[src/rtl/address_generator.sv]
`default_nettype none
// ============================================================================
// Module   : address_generator
// Brief    : Weight/input address sequencer for the neuron datapath. Walks
//            the input index and flat weight address for every neuron of a
//            layer, flagging the last input of each neuron and the last
//            neuron of the layer. All outputs are registered.
// Revision : 1.0 - initial release
// ============================================================================
module address_generator #(
  parameter int N_INPUTS  = 4,
  parameter int N_NEURONS = 3,
  parameter int IN_W      = 8,
  parameter int N_W       = 8,
  parameter int ADDR_W    = 8
) (
  input  logic              clk,
  input  logic              reset,
  input  logic              AG_rst,
  input  logic              AG_read,
  output logic [IN_W-1:0]   in_addr,
  output logic [ADDR_W-1:0] w_addr,
  output logic [N_W-1:0]    neuron_idx,
  output logic              addr_valid,
  output logic              last_in,
  output logic              last_neuron,
  output logic              busy,
  output logic              done
);

  typedef enum logic [1:0] {
    S_IDLE = 2'd0,
    S_RUN  = 2'd1,
    S_DONE = 2'd2
  } state_t;

  localparam logic [IN_W-1:0] c_IN_LAST = IN_W'(N_INPUTS - 1);
  localparam logic [N_W-1:0]  c_N_LAST  = N_W'(N_NEURONS - 1);

  state_t             r_state,       w_state_nxt;
  logic [IN_W-1:0]    r_in_cnt,      w_in_cnt_nxt;
  logic [N_W-1:0]     r_n_cnt,       w_n_cnt_nxt;
  logic [ADDR_W-1:0]  r_w_cnt,       w_w_cnt_nxt;
  logic [IN_W-1:0]    r_in_addr,     w_in_addr_nxt;
  logic [N_W-1:0]     r_neuron_idx,  w_neuron_idx_nxt;
  logic [ADDR_W-1:0]  r_w_addr,      w_w_addr_nxt;
  logic               r_addr_valid,  w_addr_valid_nxt;
  logic               r_last_in,     w_last_in_nxt;
  logic               r_last_neuron, w_last_neuron_nxt;

  logic w_clear;
  logic w_issue;
  logic w_in_last;
  logic w_n_last;

  assign w_clear   = reset | AG_rst;
  assign w_issue   = AG_read && (r_state != S_DONE);
  assign w_in_last = (r_in_cnt == c_IN_LAST);
  assign w_n_last  = (r_n_cnt == c_N_LAST);

  // Next-state, counter and output-register logic; holds everything except
  // the per-beat strobes unless a clear or an issue occurs.
  always_comb begin
    w_state_nxt       = r_state;
    w_in_cnt_nxt      = r_in_cnt;
    w_n_cnt_nxt       = r_n_cnt;
    w_w_cnt_nxt       = r_w_cnt;
    w_in_addr_nxt     = r_in_addr;
    w_neuron_idx_nxt  = r_neuron_idx;
    w_w_addr_nxt      = r_w_addr;
    w_addr_valid_nxt  = 1'b0;
    w_last_in_nxt     = 1'b0;
    w_last_neuron_nxt = 1'b0;

    if (w_clear) begin
      w_state_nxt      = S_IDLE;
      w_in_cnt_nxt     = '0;
      w_n_cnt_nxt      = '0;
      w_w_cnt_nxt      = '0;
      w_in_addr_nxt    = '0;
      w_neuron_idx_nxt = '0;
      w_w_addr_nxt     = '0;
    end else if (w_issue) begin
      w_in_addr_nxt     = r_in_cnt;
      w_neuron_idx_nxt  = r_n_cnt;
      w_w_addr_nxt      = r_w_cnt;
      w_addr_valid_nxt  = 1'b1;
      w_last_in_nxt     = w_in_last;
      w_last_neuron_nxt = w_n_last;
      if (w_in_last && w_n_last) begin
        // Final beat of the layer: counters freeze on it.
        w_state_nxt = S_DONE;
      end else begin
        w_state_nxt = S_RUN;
        // Weight address tracks neuron*N_INPUTS+input by plain counting.
        w_w_cnt_nxt = r_w_cnt + ADDR_W'(1);
        if (w_in_last) begin
          w_in_cnt_nxt = '0;
          w_n_cnt_nxt  = r_n_cnt + N_W'(1);
        end else begin
          w_in_cnt_nxt = r_in_cnt + IN_W'(1);
        end
      end
    end
  end

  // State, counter and output registers.
  always_ff @(posedge clk) begin
    r_state       <= w_state_nxt;
    r_in_cnt      <= w_in_cnt_nxt;
    r_n_cnt       <= w_n_cnt_nxt;
    r_w_cnt       <= w_w_cnt_nxt;
    r_in_addr     <= w_in_addr_nxt;
    r_neuron_idx  <= w_neuron_idx_nxt;
    r_w_addr      <= w_w_addr_nxt;
    r_addr_valid  <= w_addr_valid_nxt;
    r_last_in     <= w_last_in_nxt;
    r_last_neuron <= w_last_neuron_nxt;
  end

  assign in_addr     = r_in_addr;
  assign w_addr      = r_w_addr;
  assign neuron_idx  = r_neuron_idx;
  assign addr_valid  = r_addr_valid;
  assign last_in     = r_last_in;
  assign last_neuron = r_last_neuron;
  assign busy        = (r_state == S_RUN);
  assign done        = (r_state == S_DONE);

endmodule
`default_nettype wire

[config.mk]
export PLATFORM = sky130hd
export DESIGN_NAME = address_generator
export DESIGN_NICKNAME = d
export VERILOG_FILES = /design/src/rtl/address_generator.sv
export SDC_FILE = /design/constraint.sdc
export NUM_CORES = 1
export LEC_CHECK = 0
export BUFFER_PORTS_ARGS = -buffer_cell sky130_fd_sc_hd__buf_2
export CORE_UTILIZATION = 53
export DETAILED_ROUTE_END_ITERATION = 10
export PLACE_DENSITY = 0.75
export SLEW_MARGIN = 20
export SYNTH_ARGS = -nofsm -noshare
export SYNTH_HDL_FRONTEND = slang
export SYNTH_SLANG_ARGS = --single-unit
export TNS_END_PERCENT = 5
[constraint.sdc]
create_clock -name clk -period 2.3 [get_ports clk]
set_input_delay 0.115 -clock clk [delete_from_list [all_inputs] [get_ports clk]]
set_output_delay 0.115 -clock clk [all_outputs]
set_load 0.02 [all_outputs]
---- Word-level counts from Yosys, hierarchy flattened ----
Index checks and enable logic that the tools add are counted.
operators by class
  multiplexer cells ....................... 3
  $add $sub $neg .......................... 3
  reduce and logical (&&, ||, !) cells .... 5
  equality and inequality tests ........... 5
  bitwise logic cells ..................... 3
operators with widths
  operator                                       count
  adder 8 x 1 -> 8 bit, second input constant    3
  == test 8 x 2 -> 1 bit, second input constant  2
  two-way mux 8 bit                              1
  AND reduction 3 bit                            1
  == test 2 x 1 -> 1 bit, second input constant  1
  == test 2 bit, second input constant           1
  logical AND 1 bit                              2
  two-way mux 2 bit                              1
  != test 2 bit, second input constant           1
  inverter 1 bit                                 2
  AND reduction 2 bit                            1
  OR reduction 2 bit                             1
  two-way mux 1 bit                              1
  OR 1 bit                                       1
storage, ports and cells
  flip-flop bits (word level) ............. 53
  word-level logic and storage cells ...... 29

---- Longest topological paths before layout ----
  word-level depth ........................ 4
  depth in mapped cells ................... 7

---- Worst setup path after synthesis ----
OpenSTA, ideal clock, no wires.
  path kind ............................... register -> register
  start point ............................. register r_in_cnt[0]
  end point ............................... register r_n_cnt[2]
  path slack .............................. 0.571 ns
  path buffers ............................ 1
  arrival time ............................ 1.659 ns
  library setup time ...................... 0.070 ns
  stages on the path, launching flop included .. 7
  required time ........................... 2.230 ns
  cell sequence ........................... dfxtp_1 > ha_1 > nor4b_4 > nand4_2 > buf_6 > or4_1 > a21oi_1
between the ends
  cells in the longest elaborated chain, start to end .. 4
RTL lines
  item                             line  text
  from (decl)                      41    logic [IN_W-1:0] r_in_cnt, w_in_cnt_nxt;
  from (signal assigned)           110   r_in_cnt <= w_in_cnt_nxt;
  == test 8 x 2 -> 1 bit *         58    assign w_in_last = (r_in_cnt == c_IN_LAST);
  logical AND 1 bit                90    if (w_in_last && w_n_last) begin
  inverter 1 bit (no line)         --
  AND reduction 3 bit (no line) *  --
  to (signal assigned)             111   r_n_cnt <= w_n_cnt_nxt;
  to (decl)                        42    logic [N_W-1:0] r_n_cnt, w_n_cnt_nxt;
Mark *: on every way between the ends. The rest lies on a longest branch, timed or not.
A chain may end at the register's enable or synchronous reset.

---- Worst setup path after layout ----
  start point ............................. register r_in_cnt[0]
  end point ............................... register r_n_cnt[7]
Same word-level chain as after synthesis.

==> flow_summary.html <==
<table>
<tr><th>Metric</th><th>Value</th></tr>
<tr><th colspan="2">Layout</th></tr>
<tr><td>Fraction of layout cells with a size suffix above 1</td><td>17.81%</td></tr>
<tr><td>Area delta synth-&gt;final</td><td>12.31%</td></tr>
<tr><td>Antenna Cells</td><td>0</td></tr>
<tr><td>Core Util, Final</td><td>62.21%</td></tr>
<tr><td># nets final</td><td>300</td></tr>
<tr><td>Count of non-filler cells in the finished layout</td><td>342</td></tr>
<tr><th colspan="2">Clock tree</th></tr>
<tr><td>CTS tree</td><td>built</td></tr>
<tr><td>Root Buffer</td><td>clkbuf_8</td></tr>
<tr><td>CTS sink cnt</td><td>53</td></tr>
<tr><td>Cts repair resizes</td><td>0</td></tr>
<tr><td>Level count of the clock H-tree</td><td>2</td></tr>
<tr><td>Hold buffers post-CTS</td><td>0</td></tr>
<tr><td>Number of buffers created by CTS</td><td>5</td></tr>
<tr><td>Post-CTS clock slew at the launch and capture registers of the worst setup and hold paths</td><td>0.09 ns</td></tr>
<tr><td>Number of buffers between clock root and the deepest sink</td><td>2</td></tr>
<tr><td>Post-CTS repair timing setup buffer count</td><td>0</td></tr>
<tr><td>Insertion delay to the later sink of the worst-skew pair</td><td>0.30 ns</td></tr>
<tr><th colspan="2">Synthesis</th></tr>
<tr><td>Syn Area/Cell</td><td>8.362 µm²</td></tr>
<tr><td>Seq cells post-synth</td><td>53</td></tr>
<tr><td>Share of async-settable or async-resettable flops after synthesis</td><td>0%</td></tr>
<tr><td>Synthesized net count</td><td>273</td></tr>
<tr><td>Proportion of synthesized chip area in sequential cells</td><td>47.88%</td></tr>
<tr><td>Predominant post-synthesis flop cell</td><td>dfxtp_1</td></tr>
<tr><td>EDFF count, synth</td><td>0</td></tr>
<tr><td>Post-Synthesis Cell Area</td><td>2216 µm²</td></tr>
<tr><td>Number of instances in the synthesized netlist</td><td>265</td></tr>
<tr><td>Library cells used by synthesis</td><td>35</td></tr>
<tr><td>Syn. warnings</td><td>0</td></tr>
<tr><th colspan="2">STA</th></tr>
<tr><td>Final sum of negative setup slack</td><td>0 ns</td></tr>
<tr><td>Headroom to the max-slew limit</td><td>66.18%</td></tr>
<tr><td>FMAX</td><td>0.4807 GHz</td></tr>
<tr><td>Slew at the pin closest to its max-slew limit</td><td>0.5002 ns</td></tr>
<tr><td>Worst setup slack after layout</td><td>0.2195 ns</td></tr>
<tr><td>Pins over their slew limit</td><td>0</td></tr>
<tr><td>Hold Fails Final Rpt</td><td>0</td></tr>
<tr><td>Post-route clock skew</td><td>0.004902 ns</td></tr>
<tr><td>Worst hold slack after final layout</td><td>0.08780 ns</td></tr>
<tr><td>Final setup violation count</td><td>0</td></tr>
<tr><td>Portion of the clock cycle consumed by the worst path in the final layout</td><td>90.46%</td></tr>
<tr><td>Minimum clock period after layout</td><td>2.080 ns</td></tr>
<tr><td>Unrepaired setup endpoints after global routing</td><td>no</td></tr>
<tr><th colspan="2">Global route</th></tr>
<tr><td>Final global-route overflow total</td><td>0</td></tr>
<tr><td>GRT Overall Usage</td><td>23.14%</td></tr>
<tr><td>Maximum number of pins on one net before global-route repair</td><td>49</td></tr>
<tr><td>Wire length of the first global-routing pass</td><td>7831 µm</td></tr>
<tr><td>Antenna violations before repair</td><td>0</td></tr>
<tr><td>Via count of the first global-routing pass</td><td>1,757</td></tr>
<tr><th colspan="2">Place</th></tr>
<tr><td>Routability congestion estimate from global placement</td><td>0.8208</td></tr>
<tr><td>Placed cells</td><td>335</td></tr>
<tr><td>Total half-perimeter wirelength after legalization and detailed placement</td><td>2991 µm</td></tr>
<tr><td>Placement-stage worst setup slack</td><td>0.2357 ns</td></tr>
<tr><td>Quantity of I/O buffers inserted on ports</td><td>32</td></tr>
<tr><th colspan="2">Outcome</th></tr>
<tr><td>Result of the run</td><td>finished clean</td></tr>
<tr><th colspan="2">Drt</th></tr>
<tr><td>Vias</td><td>1,937</td></tr>
<tr><td>Routed WL per cell</td><td>13.13 µm</td></tr>
<tr><td>Number of search-and-repair iterations in the first detailed-routing pass</td><td>4</td></tr>
<tr><td>Total wirelength of the detailed-routed design</td><td>4489 µm</td></tr>
<tr><td>Detail-routed via count per cell</td><td>5.664</td></tr>
<tr><td>Drc violations</td><td>0</td></tr>
<tr><td>Antenna violation net count after detailed routing</td><td>0</td></tr>
<tr><td>Number of design-rule violations left by the first detailed-router iteration</td><td>115</td></tr>
<tr><th colspan="2">Floorplanning</th></tr>
<tr><td>Effective utilization at floorplan</td><td>55.40%</td></tr>
<tr><td>Overall die width</td><td>66.66 µm</td></tr>
<tr><td># rows</td><td>23</td></tr>
<tr><td>Floorplan Core Area</td><td>4000 µm²</td></tr>
<tr><td>Chip Height</td><td>66.66 µm</td></tr>
<tr><td>Area of the die</td><td>4444 µm²</td></tr>
<tr><td>Boundary pin count</td><td>33</td></tr>
<tr><th colspan="2">Worst setup path</th></tr>
<tr><td>Cell chain of the critical path</td><td>ha_1 &gt; nor4b_4 &gt; nand4_2 &gt; or4_1 &gt; a21oi_1</td></tr>
<tr><td>Delay contributed by the slowest stage of the critical path</td><td>0.59 ns</td></tr>
<tr><td>Critical-path maximum fanout</td><td>14</td></tr>
<tr><td>Slowest cell on the critical path</td><td>or4_1</td></tr>
<tr><td>Endpoint type of the worst setup path</td><td>flip-flop</td></tr>
<tr><td>Data arrival at the endpoint of the critical path</td><td>2.32 ns</td></tr>
<tr><td>Worst path bufs/invs</td><td>0</td></tr>
<tr><td>Startpoint type of the worst setup path</td><td>flip-flop</td></tr>
<tr><td>Crit-path leading delay family</td><td>simple AND/OR/NAND/NOR gates</td></tr>
<tr><td>Critical path required time</td><td>2.54 ns</td></tr>
<tr><td>Kind of critical path</td><td>flip-flop to flip-flop</td></tr>
<tr><th colspan="2">Power and ir drop</th></tr>
<tr><td>Power per cell area</td><td>611.9 nW/µm²</td></tr>
<tr><td>P_leak</td><td>0.9136 nW</td></tr>
<tr><td>Worst vdd ir</td><td>0.3437 mV</td></tr>
<tr><th colspan="2">Min path</th></tr>
<tr><td>Worst min-delay path class</td><td>primary input to flip-flop</td></tr>
<tr><th colspan="2">Job</th></tr>
<tr><td>Max-Cap Viols</td><td>0</td></tr>
</table>
cell usage in the layout, fill, tap and decap left out, types with 2 or more instances in the layout:
cell / n
clkbuf_8: 6
and2_1: 5
or4_1: 8
ha_1: 4
xor2_1: 4
buf_2: 32
nor2b_1: 2
a21oi_1: 41
nand2_1: 54
or3_1: 8
and4_2: 3
o31ai_1: 6
dfxtp_1: 53
nor3_1: 2
inv_1: 5
nand4_1: 9
o21ai_0: 11
buf_4: 6
nor2_1: 8
nand3_1: 7
or2_2: 2
and3_1: 4
kinds of logic (layout without fill, tap and decap cells):
logic type	count (synthesis)	in the layout	share of synthesized area (%)
AO/OA/AOI/OAI	63	63	15.47
XOR/XNOR	4	4	1.581
adder cells (fa/ha/maj)	4	4	2.259
buffers and inverters	23	50	4.517
flip-flops	53	53	47.88
multiplexers	1	1	0.4517
AND/OR/NAND/NOR	117	117	27.84
cell usage after synthesis (3+ instances only):
cell	count	area [µm²]
or4_1	8	60.06
o31ai_1	6	45.04
dfxtp_1	53	1061
and2_1	5	31.28
and4_2	3	30.03
ha_1	4	50.05
inv_1	5	18.77
xor2_1	4	35.03
clkbuf_1	12	45.04
nor2_1	8	30.03
and3_1	4	25.02
o21ai_0	11	55.05
nand4_1	9	56.30
nand3_1	7	35.03
nand2_1	54	202.7
a21oi_1	41	205.2
or3_1	8	50.05
worst register-to-register path, cell delays in order, from the launching register on:
cell	delay [ns]
dfxtp_1	0.42
ha_1	0.25
nor4b_4	0.30
nand4_2	0.32
or4_1	0.59
a21oi_1	0.14
per-layer routing:
metal / GRT usage [%] / wire [µm] / vias up
li1: - / - / 985
met1: 29.44 / 2145 / 915
met2: 38.38 / 2180 / 35
met3: 5.651 / 143 / 2
met4: 6.649 / 20 / 0
met5: 0 / 0 / -
registers in the layout, indices dropped and copies added, names as in the netlist:
name / flops
r_w_cnt: 8
r_n_cnt: 8
neuron_idx: 8
r_in_cnt: 8
last_in: 1
r_state: 2
w_addr: 8
in_addr: 8
addr_valid: 1
last_neuron: 1
through the flow:
stage / cell area [µm²] / power [W]
after global routing: 2489 / 0.001586
final: 2489 / 0.001523
after detailed placement: 2402 / 0.001021
after CTS: 2489 / 0.001539
after global placement: 2402 / 0.001020
after floorplan: 2216 / 0.0009961
power by group:
| part | switching, W | total [W] | internal (W) |
|---|---|---|---|
| sequential | 0.00000409 | 0.000926 | 0.000922 |
| clock | 0.000285 | 0.000524 | 0.000239 |
| combinational | 0.0000535 | 0.0000728 | 0.0000194 |
worst paths after layout:
path                              to  cells after the start                     start  slack, ns
min          r_w_cnt[6]$_SDFFE_PP0P_                      3                     reset       0.09
max reg2reg  r_n_cnt[7]$_SDFFE_PP0P_                      5  r_in_cnt[0]$_SDFFE_PP0P_       0.22
min reg2reg  in_addr[4]$_SDFFE_PP0P_                      2   in_addr[4]$_SDFFE_PP0P_       0.45
max          r_n_cnt[7]$_SDFFE_PP0P_                      5  r_in_cnt[0]$_SDFFE_PP0P_       0.22
cell type report:
cell class / count / area [µm²]
clock buffer: 7 / 86.33
sequential: 53 / 1061
multi-input combinational: 189 / 1055
inverter: 5 / 18.77
fill: 368 / 1511
timing repair buffer: 38 / 205.2
tap: 50 / 62.56
Power figures use the tool's default switching activity.
